File: src/rtl/cpu_pkg.sv
// Shared CPU constants: program-counter width and the stack pointer-width helper.
package cpu_pkg;

    localparam int PC_WIDTH = 10;

    function automatic int ptr_width(input int depth);
        return $clog2(depth);
    endfunction

endpackage

File: src/rtl/stack_mem.sv
// Call-stack storage: DEPTH x WIDTH, one synchronous write port, one combinational read port.
// Contents are deliberately not reset; the owner masks reads while the stack is empty.
module stack_mem #(
    parameter int WIDTH = 10,
    parameter int DEPTH = 8,
    parameter int AW    = 3
) (
    input  logic             clk,
    input  logic             we_i,
    input  logic [AW-1:0]    waddr_i,
    input  logic [WIDTH-1:0] wdata_i,
    input  logic [AW-1:0]    raddr_i,
    output logic [WIDTH-1:0] rdata_o
);

    logic [WIDTH-1:0] mem_q [DEPTH];

    always_ff @(posedge clk) begin
        if (we_i) begin
            mem_q[waddr_i] <= wdata_i;
        end
    end

    assign rdata_o = mem_q[raddr_i];

endmodule

File: src/rtl/call_stack.sv
// Return-address call stack with zero-latency top read and push/pop replace.
// Macro CALL_STACK_ERR_EN builds sticky ovf/unf flags; without it both flags read 0.
module call_stack
    import cpu_pkg::*;
#(
    parameter int WIDTH = PC_WIDTH,
    parameter int DEPTH = 8
) (
    input  logic                        clk,
    input  logic                        reset,
    input  logic                        push,
    input  logic                        pop,
    input  logic [WIDTH-1:0]            inpush,
    output logic [WIDTH-1:0]            outpop,
    output logic [$clog2(DEPTH):0]      count,
    output logic                        empty,
    output logic                        full,
    output logic                        ovf,
    output logic                        unf
);

    localparam int PW = ptr_width(DEPTH);
    localparam logic [PW:0] DEPTH_C = (PW + 1)'(DEPTH);

    logic [PW:0]      count_q, count_d;
    logic             we;
    logic [PW-1:0]    waddr;
    logic [PW-1:0]    top_addr;
    logic [WIDTH-1:0] rd_data;
    logic             empty_w, full_w;

    assign empty_w  = (count_q == '0);
    assign full_w   = (count_q == DEPTH_C);
    // Wraps to DEPTH-1 when full, which is exactly the top slot.
    assign top_addr = count_q[PW-1:0] - PW'(1);

    always_comb begin
        count_d = count_q;
        we      = 1'b0;
        waddr   = count_q[PW-1:0];
        if (push && pop) begin
            we = 1'b1;
            if (empty_w) begin
                count_d = (PW + 1)'(1);
            end else begin
                waddr = top_addr;
            end
        end else if (push) begin
            if (!full_w) begin
                we      = 1'b1;
                count_d = count_q + (PW + 1)'(1);
            end
        end else if (pop) begin
            if (!empty_w) begin
                count_d = count_q - (PW + 1)'(1);
            end
        end
    end

    always_ff @(posedge clk or posedge reset) begin
        if (reset) begin
            count_q <= '0;
        end else begin
            count_q <= count_d;
        end
    end

    // Reset must also cancel a write landing on the same edge.
    stack_mem #(
        .WIDTH (WIDTH),
        .DEPTH (DEPTH),
        .AW    (PW)
    ) u_mem (
        .clk     (clk),
        .we_i    (we & ~reset),
        .waddr_i (waddr),
        .wdata_i (inpush),
        .raddr_i (top_addr),
        .rdata_o (rd_data)
    );

    assign outpop = empty_w ? '0 : rd_data;
    assign count  = count_q;
    assign empty  = empty_w;
    assign full   = full_w;

`ifdef CALL_STACK_ERR_EN
    logic ovf_q, ovf_d, unf_q, unf_d;

    always_comb begin
        ovf_d = ovf_q | (push & ~pop & full_w);
        unf_d = unf_q | (pop & empty_w);
    end

    always_ff @(posedge clk or posedge reset) begin
        if (reset) begin
            ovf_q <= 1'b0;
            unf_q <= 1'b0;
        end else begin
            ovf_q <= ovf_d;
            unf_q <= unf_d;
        end
    end

    assign ovf = ovf_q;
    assign unf = unf_q;
`else
    assign ovf = 1'b0;
    assign unf = 1'b0;
`endif

endmodule

File: config.mk
export PLATFORM = sky130hd
export DESIGN_NAME = call_stack
export DESIGN_NICKNAME = d
export VERILOG_FILES = /design/src/rtl/cpu_pkg.sv /design/src/rtl/stack_mem.sv /design/src/rtl/call_stack.sv
export SDC_FILE = /design/constraint.sdc
export NUM_CORES = 1
export LEC_CHECK = 0
export CAP_MARGIN = 10
export CORE_MARGIN = 5
export CORE_UTILIZATION = 35
export DETAILED_ROUTE_END_ITERATION = 12
export DONT_BUFFER_PORTS = 1
export SYNTH_ARGS = -nofsm -noshare
export SYNTH_HDL_FRONTEND = slang
export SYNTH_SLANG_ARGS = --single-unit
export TNS_END_PERCENT = 100
File: constraint.sdc
create_clock -name clk -period 3.9 [get_ports clk]
set_clock_uncertainty 0.2 [all_clocks]
set_input_delay 0.78 -clock clk [delete_from_list [all_inputs] [get_ports clk]]
set_output_delay 0.78 -clock clk [all_outputs]
set_load 0.05 [all_outputs]
==> impl_metrics.py <==
metrics = {
    "cts": {
        "cts.path.max_buffers": 2,
        "cts-root-buf": "clkbuf_8",
        "cts_resized": 0,
        "cts_buffers": 9,
        "clkLatencyLatePin_ps": 350,
        "tritoncts": "built",
        "post_cts_buffers": 0,
        "hold_buffers": 0,
        "clock-sinks": 84,
        "clk_pin_slew_ps": 80,
        "htreeDepth": 3,
    },
    "drt": {
        "firstDrtPassIters": 4,
        "wl_per_cell_um": 19.73,
        "vias_per_cell": 5.247,
        "first_iter_violations": 131,
        "routed_wl_um": 7595,
        "drc": 0,
        "antenna_left": 0,
        "vias": 2020,
    },
    "global_route": {
        "grt_pass1_wl_um": 12140,
        "antenna_found_initial": 0,
        "grt_pass1_vias": 2167,
        "track_usage_pct": 12.73,
        "grt_overflow": 0,
        "grt_start_max_net_pins": 28,
    },
    "run_status": {
        "status": "finished clean",
    },
    "setup_path": {
        "crit_buf_inv": 1,
        "critPathLaunch": "count[0]$_DFFE_PP0P_",
        "required_ps": 2920,
        "cp_slowest_stage_delay_ps": 500,
        "critical_path.top_delay_family": "simple AND/OR/NAND/NOR gates",
        "rrSetupSlack_ps": 830,
        "cp_slowest_cell": "nor2_2",
        "criticalPathCategory": "flop to primary output",
        "cp-end-kind": "primary output",
        "worstReg2RegEnd": "u_mem.mem_q[1][7]$_DFFE_PP_",
        "start_kind": "flop",
        "r2r-start": "count[0]$_DFFE_PP0P_",
        "path_max_fanout": 13,
        "worstPathArrival_ps": 2690,
        "cp_num_cells": 6,
        "reg2reg_depth": 7,
        "path_cells": "inv_2 > ha_1 > or2b_2 > nor2_2 > o21ai_0 > nand2_1",
        "crit_end": "outpop[4]",
    },
    "layout": {
        "antenna_cells": 0,
        "nets": 262,
        "drive_gt1_share_pct": 28.11,
        "nFillCells": 940,
        "syn_to_final_growth_pct": 14.45,
    },
    "timing": {
        "rsz0062_at_grt": "false",
        "period_share_pct": 94.13,
        "fmax_mhz": 272.4,
        "finalHoldViolCount": 0,
        "finalSetupTns_ps": 0,
        "finalSetupViolCount": 0,
        "period_minus_slack_ps": 3671,
        "slew_viol_final": 0,
        "tightest_slew_ps": 933.4,
        "maxSlewHeadroom_pct": 37.54,
    },
    "placement": {
        "hpwl_um": 4907,
        "port_buffers": 0,
        "place.gp.congestion": 0.7302,
    },
    "die": {
        "die_w_um": 112.3,
        "fp.dieH_um": 112.3,
        "die_area_um2": 12610,
        "start_util_pct": 35.63,
        "rows": 37,
        "core-area_um2": 10280,
        "io_pins": 32,
    },
    "power_and_ir_drop": {
        "powerDensity_nw_per_um2": 870.5,
        "vdd_ir_drop_max_uv": 544.2,
        "power.leakage_nw": 1.416,
        "report.power.total_mw": 3.649,
    },
    "yosys": {
        "ys_ff_latch": 84,
        "avgSynthCellArea_um2": 16.50,
        "synth_edf_count": 80,
        "yosys.area.top_type_share_pct": 65.60,
        "syn_inst": 222,
        "synth_area_um2": 3662,
        "synth.top_cells.by_count": "edfxtp_1, o21ai_0, mux4_2, nand2_1, nor2_1",
        "synth_flop_cell": "edfxtp_1",
        "yosysMostFrequentCell": "edfxtp_1",
        "netlist-cell-type-count": 40,
        "synth_warnings": 0,
        "netlist.top_cell.by_area": "edfxtp_1",
        "ys_seq_area_share_pct": 68.33,
        "ys_async_sr_fraction_pct": 4.762,
        "yosys-top-cells-area": "edfxtp_1, mux4_2, o21ai_0, dfrtp_1, nand2_1",
    },
    "worst_hold_path": {
        "min_path_type": "input port to async pin",
    },
    "flow_run": {
        "drv_cap": 0,
    },
}
through the flow:
step           setup slack, ps  utilization [%]  cell area, µm²  hold slack, ps  cells
3_5_place_dp             607.8            38.39            3945           399.7    369
4_1_cts                  206.5            40.78            4192           14.44    385
6_report                 229.1            40.78            4192           13.23    385
5_1_grt                  33.98            40.78            4192           16.11    385
2_1_floorplan            168.3                -            3666           354.4    223
3_3_place_gp             610.1            38.39            3945           399.7    369
worst register-to-register path, stage by stage, from the launching register on:
cell,delay [ps]
dfrtp_2,370
inv_2,80
ha_1,300
or2b_2,270
nor2_2,150
or4_1,590
nor2_1,530
buf_4,280
layer usage:
layer	share of wire (%)	global-route usage (%)	wire (µm)
met5	0	0	0
met3	6.9	4.043	527
met4	2.2	6.090	170
met2	48	20.18	3673
met1	42	15.87	3224
state kept, by name, summed over array words and instances, names as in the netlist:
name / count
u_mem.mem_q: 80
count: 4
cells in the final DEF (no fill, tap or decap), types with 2 or more instances in the layout:
cell	count
xor2_1	3
mux4_2	21
buf_4	25
clkbuf_8	9
a31oi_1	6
nor3_1	2
nand3_1	3
dfrtp_1	3
ha_1	3
edfxtp_1	80
nand2_1	17
o21ai_0	22
conb_1	2
bufinv_16	3
nor4_1	2
inv_1	4
nor2_2	2
nor4b_1	3
nor2_1	11
a21oi_1	3
how the worst min path moves through the flow:
stage | startpoint | endpoint | slack, ps | depth (start not counted)
global route | reset | count[2]$_DFFE_PP0P_ | 20 | 1
detailed placement | reset | count[2]$_DFFE_PP0P_ | 400 | 1
global placement | reset | count[2]$_DFFE_PP0P_ | 400 | 1
CTS | reset | count[3]$_DFFE_PP0P_ | 10 | 1
finish | reset | count[2]$_DFFE_PP0P_ | 10 | 1
floorplan | reset | count[0]$_DFFE_PP0P_ | 350 | 1
where the power goes:
group	leakage [nW]	internal (mW)	switching, mW	total, mW
Sequential	0.767	1.08	0.0305	1.11
Combinational	0.526	0.620	1.16	1.78
Clock	0.123	0.431	0.325	0.756
cells by family after synthesis:
logic type               synth area share (%)
flip-flops                              68.33
AND/OR/NAND/NOR                         6.970
AO/OA/AOI/OAI                           6.048
multiplexers                            13.49
buffers and inverters                   2.767
adder cells (fa/ha/maj)                 1.572
XOR/XNOR                               0.7176
other                                  0.1024
final cells by class:
class,count,area (µm²),area share [%]
well taps,136,170.2,4.060
repair buffers,25,187.7,4.478
flip-flops and latches,84,2504,59.73
clock inverters,7,122.6,2.925
multi-input cells,119,1065,25.40
inverters,5,18.77,0.4478
clock buffers,9,123.9,2.955
Note: power is estimated with default switching activity, not from simulation.
